$ cat src/rtl/mod_counter_pkg.sv
// ---------------------------------------------------------------------------
// mod_counter_pkg
//   Shared constants and types for the modulo up/down counter.
//
//   DIR_UP / DIR_DOWN   : encoding of the 'up' direction input
//   MODE_BIN / MODE_GRAY: encoding of the 'gray_mode' output-select input
//   action_e            : decoded per-edge action of the counter core
// ---------------------------------------------------------------------------
package mod_counter_pkg;

  // Direction input encoding.
  localparam logic DIR_UP   = 1'b1;
  localparam logic DIR_DOWN = 1'b0;

  // Output-mode input encoding.
  localparam logic MODE_BIN  = 1'b0;
  localparam logic MODE_GRAY = 1'b1;

  // What the counter does on the next edge (reset is applied on top of this
  // inside the register process, so it has no entry here).
  typedef enum logic [2:0] {
    ACT_HOLD       = 3'd0,
    ACT_LOAD       = 3'd1,
    ACT_LOAD_CLAMP = 3'd2,
    ACT_STEP_UP    = 3'd3,
    ACT_STEP_DOWN  = 3'd4
  } action_e;

endpackage : mod_counter_pkg

$ cat src/rtl/mod_counter_bin2gray.sv
// ---------------------------------------------------------------------------
// bin2gray
//   Purely combinational binary to reflected-Gray converter.
//
//   Parameters:
//     WIDTH : code width in bits
//   Ports:
//     bin   input  [WIDTH-1:0]  binary value
//     gray  output [WIDTH-1:0]  Gray code of bin (bin ^ (bin >> 1))
// ---------------------------------------------------------------------------
module bin2gray #(
  parameter int WIDTH = 4
) (
  input  logic [WIDTH-1:0] bin,
  output logic [WIDTH-1:0] gray
);

  import mod_counter_pkg::*;

  // The MSB passes straight through; every lower bit is the XOR of itself
  // and its upper neighbour.
  assign gray[WIDTH-1] = bin[WIDTH-1];

  generate
    for (genvar gi = 0; gi < WIDTH - 1; gi++) begin : g_xor
      assign gray[gi] = bin[gi] ^ bin[gi+1];
    end
  endgenerate

endmodule : bin2gray

$ cat src/rtl/mod_counter.sv
// ---------------------------------------------------------------------------
// mod_counter
//   Loadable modulo-MODULUS up/down counter with binary or Gray output.
//
//   Parameters:
//     WIDTH   : state width in bits (2..16)
//     MODULUS : number of count states (2..2**WIDTH); count runs 0..MODULUS-1
//   Ports:
//     clock       input           single clock, rising edge
//     reset       input           synchronous active-high reset
//     enable      input           advance one step when high
//     up          input           1 = increment, 0 = decrement
//     load        input           load load_value this edge (beats enable)
//     load_value  input  [WIDTH]  binary value to load
//     gray_mode   input           0 = binary output, 1 = Gray output
//     count       output [WIDTH]  current count, binary or Gray
//     tc          output          combinational: next enabled step wraps
//     wrap        output          registered pulse the cycle after a wrap
//     load_err    output          registered pulse after an out-of-range load
// ---------------------------------------------------------------------------
module mod_counter
  import mod_counter_pkg::*;
#(
  parameter int WIDTH   = 4,
  parameter int MODULUS = 16
) (
  input  logic             clock,
  input  logic             reset,
  input  logic             enable,
  input  logic             up,
  input  logic             load,
  input  logic [WIDTH-1:0] load_value,
  input  logic             gray_mode,
  output logic [WIDTH-1:0] count,
  output logic             tc,
  output logic             wrap,
  output logic             load_err
);

  // Highest legal state. MODULUS itself may equal 2**WIDTH, which does not
  // fit in WIDTH bits, so the range check is done one bit wider.
  localparam logic [WIDTH-1:0] MAX_VAL = WIDTH'(MODULUS - 1);
  localparam logic [WIDTH:0]   MOD_EXT = (WIDTH + 1)'(MODULUS);

  // -------------------------------------------------------------------------
  // State
  // -------------------------------------------------------------------------
  logic [WIDTH-1:0] bin_reg,      bin_next;
  logic             wrap_reg,     wrap_next;
  logic             load_err_reg, load_err_next;

  // -------------------------------------------------------------------------
  // Decode helpers
  // -------------------------------------------------------------------------
  logic             at_max;
  logic             at_min;
  logic             load_in_range;
  logic [WIDTH-1:0] step_up_val;
  logic [WIDTH-1:0] step_down_val;
  action_e          action;

  assign at_max        = (bin_reg == MAX_VAL);
  assign at_min        = (bin_reg == '0);
  assign load_in_range = ({1'b0, load_value} < MOD_EXT);

  // The wrap cases are selected explicitly, so the WIDTH-bit +1 / -1 never
  // has to carry out, even when MODULUS = 2**WIDTH.
  assign step_up_val   = at_max ? '0      : bin_reg + WIDTH'(1);
  assign step_down_val = at_min ? MAX_VAL : bin_reg - WIDTH'(1);

  // Terminal count looks only at the live inputs and the register; it is
  // not gated by reset, which acts purely on the edge.
  assign tc = enable & ~load &
              (((up == DIR_UP)   & at_max) |
               ((up == DIR_DOWN) & at_min));

  // -------------------------------------------------------------------------
  // Action decode: load > enable > hold
  // -------------------------------------------------------------------------
  always_comb begin
    action = ACT_HOLD;
    if (load) begin
      action = load_in_range ? ACT_LOAD : ACT_LOAD_CLAMP;
    end else if (enable) begin
      action = (up == DIR_UP) ? ACT_STEP_UP : ACT_STEP_DOWN;
    end
  end

  // -------------------------------------------------------------------------
  // Next-state logic
  // -------------------------------------------------------------------------
  always_comb begin
    bin_next      = bin_reg;
    wrap_next     = 1'b0;
    load_err_next = 1'b0;

    unique case (action)
      ACT_LOAD: begin
        bin_next = load_value;
      end
      ACT_LOAD_CLAMP: begin
        // An out-of-range value would break the 0..MODULUS-1 invariant, so
        // the counter restarts from zero and flags the bad load.
        bin_next      = '0;
        load_err_next = 1'b1;
      end
      ACT_STEP_UP: begin
        bin_next  = step_up_val;
        wrap_next = tc;
      end
      ACT_STEP_DOWN: begin
        bin_next  = step_down_val;
        wrap_next = tc;
      end
      default: begin
        bin_next = bin_reg;
      end
    endcase
  end

  // -------------------------------------------------------------------------
  // State register. Reset also clears the pulse flags, so any wrap or
  // load_err that would have followed this edge is dropped.
  // -------------------------------------------------------------------------
  always_ff @(posedge clock) begin
    if (reset) begin
      bin_reg      <= '0;
      wrap_reg     <= 1'b0;
      load_err_reg <= 1'b0;
    end else begin
      bin_reg      <= bin_next;
      wrap_reg     <= wrap_next;
      load_err_reg <= load_err_next;
    end
  end

  // -------------------------------------------------------------------------
  // Output path: Gray conversion straight off the register so that a change
  // of gray_mode is visible in the same cycle.
  // -------------------------------------------------------------------------
  logic [WIDTH-1:0] gray_val;

  bin2gray #(
    .WIDTH (WIDTH)
  ) u_bin2gray (
    .bin  (bin_reg),
    .gray (gray_val)
  );

  assign count    = (gray_mode == MODE_GRAY) ? gray_val : bin_reg;
  assign wrap     = wrap_reg;
  assign load_err = load_err_reg;

endmodule : mod_counter

$ cat config.mk
export PLATFORM = sky130hd
export DESIGN_NAME = mod_counter
export DESIGN_NICKNAME = d
export VERILOG_FILES = /design/src/rtl/mod_counter_pkg.sv /design/src/rtl/mod_counter_bin2gray.sv /design/src/rtl/mod_counter.sv
export SDC_FILE = /design/constraint.sdc
export NUM_CORES = 1
export LEC_CHECK = 0
export CAP_MARGIN = 20
export CORE_MARGIN = 8
export CORE_UTILIZATION = 35
export CTS_CLUSTER_DIAMETER = 40
export CTS_CLUSTER_SIZE = 40
export DETAILED_ROUTE_END_ITERATION = 7
export GPL_ROUTABILITY_DRIVEN = 0
export GPL_TIMING_DRIVEN = 0
export HOLD_SLACK_MARGIN = 0.15
export PLACE_DENSITY = 0.64
export SETUP_SLACK_MARGIN = 0.4
export SLEW_MARGIN = 25
export SYNTH_ARGS = -nofsm -noshare
export SYNTH_HDL_FRONTEND = slang
export SYNTH_SLANG_ARGS = --single-unit
$ cat constraint.sdc
create_clock -name clock -period 1.47 [get_ports clock]
set_input_delay 0.2205 -clock clock [delete_from_list [all_inputs] [get_ports clock]]
set_output_delay 0.2205 -clock clock [all_outputs]
set_load 0.005 [all_outputs]
==> impl_metrics.csv, run 1 <==
group,metric,value,unit
sta,tmin_final,1.58,ns
sta,final_hold_viol_count,0,
sta,drv_slew,0,
logic_synthesis,avgSynthCellArea,8.37,um^2
floorplan,start_util,36.4,%
sta,maximum_clock_frequency,0.632,GHz
power_and_ir_drop,ir_worst_vdd,0.531,mV
logic_synthesis,synthesis.nets,81,
setup_path,timing.critical_path.depth,6,
floorplan,std_cell_rows,14,
detailed_routing,detail_routed_via_count_per_cell,5.08,
setup_path,worstPathRequired,1.25,ns
setup_path,reg2reg_setup_slack,-0.05,ns
setup_path,timing.critical_path.from_type,"register",
clock_network,clock_sinks,6,
setup_path,critical_path.endpoint,"tc",
global_route,first_pass_grt_wire_length,2300,um
detailed_routing,route.vias.total,569,
logic_synthesis,post_synth_inst_count,64,
setup_path,crit_slowest_cell,"sky130_fd_sc_hd__dfxtp_4",
setup_path,timing.critical_path.cells,"inv_4, ha_4, nand2_2, or2_4, a21oi_4, buf_2",
placed_design,post-dp-hpwl,976,um
clock_network,worst_setup_hold_path_clk_slew,0.05,ns
clock_network,cts_tree,"yes",
flow_run,reported_max_cap_violation_count,0,
floorplan,design.portCount,17,
setup_path,crit_path_max_fanout,4,
sta,setup_violations,4,
global_route,initial_antenna_violation_count,0,
outcome,violated_checks,"setup timing",
final_layout,nNetsFinal,115,
final_layout,layout-drive-gt1-share,49.0,%
final_layout,number_of_flip_flops_under_the_largest_register_name,4,
sta,final.setup.tns,-0.205,ns
logic_synthesis,ys_ff_latch,6,
setup_path,critPathTopFamily,"flip-flops",
detailed_routing,wl_per_cell,12.5,um
floorplan,die_area,3040,um^2
power_and_ir_drop,power.density_cell_area,670,nW/um^2
outcome,result_of_the_run,"complete, but fails checks",
floorplan,chipWidth,55.1,um
setup_path,criticalPathCategory,"reg2out",
global_route,grt_overflow,0,
detailed_routing,ant_nets,0,
floorplan,placeableCoreArea,1470,um^2
setup_path,arrival,1.36,ns
final_layout,num_antenna_cells,0,
floorplan,die_y,55.1,um
setup_path,crit_path_end_kind,"output port",
final_layout,seq_area,133,um^2
global_route,via_count_of_the_first_global_routing_pass,563,
setup_path,worstSetupStartpoint,"bin_reg[0]",
logic_synthesis,portion_of_the_post_synthesis_area_used_by_sequential_elements,22.4,%
detailed_routing,drc,0,
logic_synthesis,synth.distinct_cells,31,
setup_path,ff2ff_path_depth,8,
clock_network,cts_inserted_buffers,3,
final_layout,final_core_util,60.4,%
worst_hold_path,holdCritPathClass,"in2reg",
final_layout,area_delta_synth_final,65.9,%
sta,setup_ws,-0.111,ns
clock_network,clk-insertion-delay-late,0.24,ns
final_layout,fill_cells,138,
sta,clock-skew-final,0.00538,ns
global_route,grt_max_degree,11,
setup_path,cpPeakStageDelay,0.36,ns
global_route,grt_use_total,10.1,%
power_and_ir_drop,p_total,595,uW
setup_path,rr_startpoint,"bin_reg[0]",
detailed_routing,route.final.wire_length,1400,um
placed_design,port_buffers,14,
detailed_routing,number_of_design_rule_violations_left_by_the_first_detailed_router_iteration,7,
clock_network,ctsLongestPathBuffers,2,
clock_network,h-tree-depth,1,
detailed_routing,drt-pass1-iter-count,4,
setup_path,cp.buffers_inverters,2,
sta,rsz_0062_raised_after_global_routing,"yes",
power_and_ir_drop,p_leak,0.404,nW
clock_network,root_buffer,"sky130_fd_sc_hd__clkbuf_4",
logic_synthesis,mappedNetlistArea,536,um^2
setup_path,reg2reg_to,"bin_reg[2]",
logic_synthesis,synth_warnings,0,
sta,period_utilization_post_route,108,%
final_layout,multiInputGateArea,410,um^2
==> metrics by stage <==
stage,worst slack [ns],hold WS (ns),cells,area (um^2)
floorplan,0.191,0.279,64,573
global placement,-0.597,0.475,94,733
detailed placement,-0.599,0.477,94,733
CTS,-0.103,0.223,111,863
global route,-0.181,0.226,112,888
finish,-0.111,0.228,112,888
==> cells in the mapped netlist <==
cell type | n | area share, %
sky130_fd_sc_hd__a21o_1 | 1 | 1.4
sky130_fd_sc_hd__a221oi_1 | 1 | 1.6
sky130_fd_sc_hd__nand2b_1 | 1 | 1.2
sky130_fd_sc_hd__nor2_1 | 5 | 3.5
sky130_fd_sc_hd__a41o_2 | 1 | 2.1
sky130_fd_sc_hd__a211o_1 | 1 | 1.6
sky130_fd_sc_hd__and3_2 | 1 | 1.4
sky130_fd_sc_hd__a21oi_2 | 1 | 1.6
sky130_fd_sc_hd__a221oi_2 | 2 | 5.6
sky130_fd_sc_hd__buf_6 | 1 | 2.1
sky130_fd_sc_hd__conb_1 | 1 | 0.70
sky130_fd_sc_hd__o21a_1 | 1 | 1.4
sky130_fd_sc_hd__a21boi_1 | 1 | 1.4
sky130_fd_sc_hd__o21ai_0 | 4 | 3.7
sky130_fd_sc_hd__nand3_1 | 1 | 0.93
sky130_fd_sc_hd__nor2b_1 | 2 | 2.3
sky130_fd_sc_hd__nand3b_1 | 1 | 1.4
sky130_fd_sc_hd__a21oi_1 | 2 | 1.9
sky130_fd_sc_hd__a31oi_1 | 2 | 2.3
sky130_fd_sc_hd__xnor2_1 | 1 | 1.6
sky130_fd_sc_hd__buf_4 | 1 | 1.4
sky130_fd_sc_hd__or2_1 | 1 | 1.2
sky130_fd_sc_hd__a22oi_1 | 1 | 1.4
sky130_fd_sc_hd__dfxtp_1 | 6 | 22
sky130_fd_sc_hd__or2b_1 | 1 | 1.4
sky130_fd_sc_hd__inv_1 | 6 | 4.2
sky130_fd_sc_hd__ha_1 | 7 | 16
sky130_fd_sc_hd__nand2_1 | 7 | 4.9
sky130_fd_sc_hd__clkbuf_8 | 1 | 2.6
sky130_fd_sc_hd__mux2_4 | 1 | 2.8
sky130_fd_sc_hd__a211oi_1 | 1 | 1.4
==> repair_timing <==
item                       4_1_cts  5_1_grt
setup endpoints to repair       12       10
hold buffers                     0        0
resized for setup               34        5
setup buffers                   14        1
pin swaps                       11        2
==> final cells by class <==
| type | count | share of cell area, % |
|---|---|---|
| timing repair buffer | 29 | 26.3 |
| sequential | 6 | 14.9 |
| clock buffer | 3 | 2.54 |
| inverter | 6 | 3.66 |
| tap | 16 | 2.25 |
| multi-input combinational | 49 | 46.2 |
| buffer | 3 | 4.08 |
==> power by group <==
group,internal [mW],total (mW),switching [mW]
Combinational,0.152,0.256,0.104
Clock,0.0922,0.149,0.0569
Sequential,0.175,0.189,0.0148
Total,0.419,0.595,0.176
==> metal layers <==
metal	wire, um	global-route usage [%]	vias to the layer above
met4	0	1.20	0
met5	0	0	-
li1	-	-	291
met1	619	11.6	256
met3	106	3.21	0
met2	675	18.1	22
==> logic make-up (layout without fill, tap and decap cells) <==
| family | after synthesis | after routing | share of synthesized area (%) |
|---|---|---|---|
| compound gates | 19 | 19 | 27.6 |
| xor+xnor | 1 | 1 | 1.64 |
| fa+ha+maj | 7 | 7 | 16.4 |
| buf+inv | 9 | 41 | 10.3 |
| flops | 6 | 6 | 22.4 |
| mux | 1 | 1 | 2.80 |
| other cells | 1 | 1 | 0.700 |
| simple gates | 20 | 20 | 18.2 |
==> worst min path at each step <==
stage | from | depth (start not counted) | endpoint | slack (ns)
finish | load | 2 | bin_reg[2] | 0.23
CTS | load | 2 | bin_reg[2] | 0.22
floorplan | reset | 1 | bin_reg[2] | 0.28
global placement | load | 2 | bin_reg[2] | 0.48
detailed placement | load | 2 | bin_reg[2] | 0.48
global route | load | 2 | bin_reg[2] | 0.23
==> cells in the final DEF, fill, tap and decap left out, types with 2 or more instances in the layout <==
cell type	Yosys	final
sky130_fd_sc_hd__dfxtp_4	0	3
sky130_fd_sc_hd__a221oi_2	2	3
sky130_fd_sc_hd__o21ai_1	0	3
sky130_fd_sc_hd__inv_1	6	2
sky130_fd_sc_hd__buf_6	1	4
sky130_fd_sc_hd__dlygate4sd2_1	0	3
sky130_fd_sc_hd__buf_2	0	4
sky130_fd_sc_hd__nor2_1	5	5
sky130_fd_sc_hd__inv_4	0	2
sky130_fd_sc_hd__ha_1	7	5
sky130_fd_sc_hd__nand2_2	0	2
sky130_fd_sc_hd__nand2_1	7	5
sky130_fd_sc_hd__a31oi_1	2	2
sky130_fd_sc_hd__clkdlybuf4s50_1	0	6
sky130_fd_sc_hd__dfxtp_1	6	2
sky130_fd_sc_hd__nor2b_1	2	2
sky130_fd_sc_hd__clkbuf_4	0	3
sky130_fd_sc_hd__buf_4	1	14
sky130_fd_sc_hd__ha_4	0	2
Note: power is estimated with default switching activity, not from simulation.
==> inputs of run 2 (changes only) <==
--- a/config.mk
+++ b/config.mk
@@ -6,15 +6,16 @@
 export NUM_CORES = 1
 export LEC_CHECK = 0
 export CAP_MARGIN = 20
-export CORE_MARGIN = 8
-export CORE_UTILIZATION = 35
+export CORE_AREA = 8 8 45 47
+export CTS_BUF_LIST = sky130_fd_sc_hd__clkbuf_8 sky130_fd_sc_hd__clkbuf_16
 export CTS_CLUSTER_DIAMETER = 40
 export CTS_CLUSTER_SIZE = 40
 export DETAILED_ROUTE_END_ITERATION = 7
+export DIE_AREA = 0 0 53 55
 export GPL_ROUTABILITY_DRIVEN = 0
 export GPL_TIMING_DRIVEN = 0
 export HOLD_SLACK_MARGIN = 0.15
-export PLACE_DENSITY = 0.64
+export PLACE_DENSITY = 0.72
 export SETUP_SLACK_MARGIN = 0.4
 export SLEW_MARGIN = 25
 export SYNTH_ARGS = -nofsm -noshare
==> impl_metrics.csv, run 2 (same netlist as run 1, synthesis figures left out) <==
group,metric,value,unit
clock_network,root_buffer,"sky130_fd_sc_hd__clkbuf_8",
setup_path,worstPathRequired,1.60,ns
clock_network,worst_setup_hold_path_clk_slew,0.04,ns
sta,clock-skew-final,0.00340,ns
clock_network,ctsLongestPathBuffers,2,
flow_run,reported_max_cap_violation_count,0,
power_and_ir_drop,pwr-share-seq,24.5,%
final_layout,area_delta_synth_final,89.5,%
sta,period_utilization_post_route,108,%
global_route,grt_overflow,0,
final_layout,design_area,1010,um^2
detailed_routing,detail_routed_via_count_per_cell,5.18,
detailed_routing,number_of_design_rule_violations_left_by_the_first_detailed_router_iteration,5,
power_and_ir_drop,ir_worst_vdd,0.412,mV
global_route,grt_max_degree,11,
power_and_ir_drop,power.share.switching,29.3,%
outcome,result_of_the_run,"complete, but fails checks",
power_and_ir_drop,p_leak,0.450,nW
clock_network,clock_sinks,6,
setup_path,criticalPathCategory,"reg2reg",
sta,drv_slew,0,
detailed_routing,route.vias.total,606,
final_layout,most-common-layout-cells,"16 x sky130_fd_sc_hd__buf_4, 7 x sky130_fd_sc_hd__buf_6, 6 x sky130_fd_sc_hd__clkdlybuf4s50_1",
final_layout,layout-drive-gt1-share,57.4,%
global_route,first_pass_grt_wire_length,2900,um
detailed_routing,wl_per_cell,16.1,um
floorplan,die_y,55,um
detailed_routing,drc,0,
setup_path,arrival,1.72,ns
clock_network,cts_inserted_buffers,3,
global_route,grt_use_total,13.6,%
final_layout,number_of_flip_flops_under_the_largest_register_name,4,
detailed_routing,ant_nets,0,
final_layout,nNetsFinal,120,
placed_design,port_buffers,14,
worst_hold_path,holdCritPathClass,"in2reg",
detailed_routing,wl_met2,992,um
detailed_routing,met1_length,754,um
placed_design,post-dp-hpwl,1060,um
floorplan,design.portCount,17,
clock_network,ctsHoldBuffers,0,
sta,maximum_clock_frequency,0.629,GHz
setup_path,timing.critical_path.from_type,"register",
floorplan,std_cell_rows,14,
floorplan,die_area,2920,um^2
setup_path,crit_path_end_kind,"register",
sta,rsz_0062_raised_after_global_routing,"yes",
clock_network,h-tree-depth,1,
detailed_routing,met3_wirelength,89,um
sta,fin_worst_hold_slack,0.255,ns
power_and_ir_drop,comb_power_share,42.5,%
detailed_routing,drt-pass1-iter-count,4,
sta,setup_ws,-0.120,ns
power_and_ir_drop,clock_power_share,32.9,%
placed_design,placedInstanceArea,733,um^2
power_and_ir_drop,p_int,542,uW
final_layout,layout.cells.most_common,"sky130_fd_sc_hd__buf_4",
floorplan,placeableCoreArea,1380,um^2
setup_path,crit_path_max_fanout,4,
floorplan,start_util,38.7,%
power_and_ir_drop,power.density_cell_area,756,nW/um^2
clock_network,cts_tree,"yes",
detailed_routing,route.final.wire_length,1880,um
outcome,violated_checks,"setup timing",
final_layout,fill_cells,98,
floorplan,chipWidth,53,um
sta,final_hold_viol_count,0,
sta,setup_violations,3,
final_layout,num_antenna_cells,0,
global_route,via_count_of_the_first_global_routing_pass,640,
global_route,initial_antenna_violation_count,0,
sta,tmin_final,1.59,ns
detailed_routing,routed.top_layer,"met4",
power_and_ir_drop,total_switching_power,225,uW
clock_network,clk-insertion-delay-late,0.23,ns
-- run 2: cell count changes in the layout (fill, tap and decap cells not counted), moves of 2 or more --
cell / previous run / this run
sky130_fd_sc_hd__buf_4: 14 / 16
sky130_fd_sc_hd__buf_6: 4 / 7
sky130_fd_sc_hd__clkbuf_4: 3 / 0
sky130_fd_sc_hd__clkbuf_8: 1 / 4
sky130_fd_sc_hd__ha_1: 5 / 2
sky130_fd_sc_hd__ha_4: 2 / 5
sky130_fd_sc_hd__inv_4: 2 / 4
-- run 2: final cells by class --
cell class                 instances  area, um^2  area share [%]
sequential                         6         135            13.3
timing repair buffer              34         283            27.9
buffer                             3        36.3            3.58
tap                               16        20.0            1.97
multi-input combinational         49         467            46.0
inverter                           6        32.5            3.21
clock buffer                       3        41.3            4.07
-- run 2: critical path: stages (launching register included) --
cell	delay, ns
sky130_fd_sc_hd__dfxtp_4	0.36
sky130_fd_sc_hd__inv_4	0.05
sky130_fd_sc_hd__ha_4	0.17
sky130_fd_sc_hd__buf_4	0.14
sky130_fd_sc_hd__buf_4	0.13
sky130_fd_sc_hd__mux2_4	0.27
sky130_fd_sc_hd__a21oi_2	0.12
sky130_fd_sc_hd__nor2_1	0.06
sky130_fd_sc_hd__a221oi_2	0.21
-- run 2: what timing repair did --
action | 4_1_cts | 5_1_grt
endpoints found under the setup margin | 12 | 10
gates resized for setup | 44 | 9
buffers inserted | 15 | 5
pin swaps | 11 | 5
-- run 2: metal layers --
layer	track usage (%)	vias up
li1	-	300
met4	5.17	0
met2	25.4	16
met5	0	-
met3	4.81	5
met1	13.6	285
-- run 2: metrics by stage --
stage / TNS, ns / std cells / utilization, % / total power [mW] / worst slack, ns
after detailed placement: -1.44 / 94 / 53.0 / 0.392 / -0.565
after global routing: -0.430 / 117 / 73.3 / 0.810 / -0.149
after floorplan: 0 / 64 / - / 0.313 / 0.191
after global placement: -1.33 / 94 / 53.0 / 0.387 / -0.569
after CTS: -0.169 / 112 / 68.1 / 0.718 / -0.0566
final: -0.227 / 117 / 73.3 / 0.767 / -0.120
-- run 2: power groups by stage --
stage	combinational [mW]	clock, mW	sequential, mW
6_report	0.326	0.253	0.188
5_1_grt	0.350	0.270	0.190
4_1_cts	0.270	0.260	0.188
3_5_place_dp	0.198	0	0.194
3_3_place_gp	0.193	0	0.194
2_1_floorplan	0.122	0	0.191
-- run 2: final timing paths --
kind / startpoint / endpoint / slack [ns] / cells after the start
setup / recovery: bin_reg[0] / bin_reg[2] / -0.12 / 8
hold / removal: load / bin_reg[2] / 0.26 / 2
setup reg to reg: bin_reg[0] / bin_reg[2] / -0.12 / 8
hold reg to reg: bin_reg[2] / bin_reg[2] / 0.72 / 3
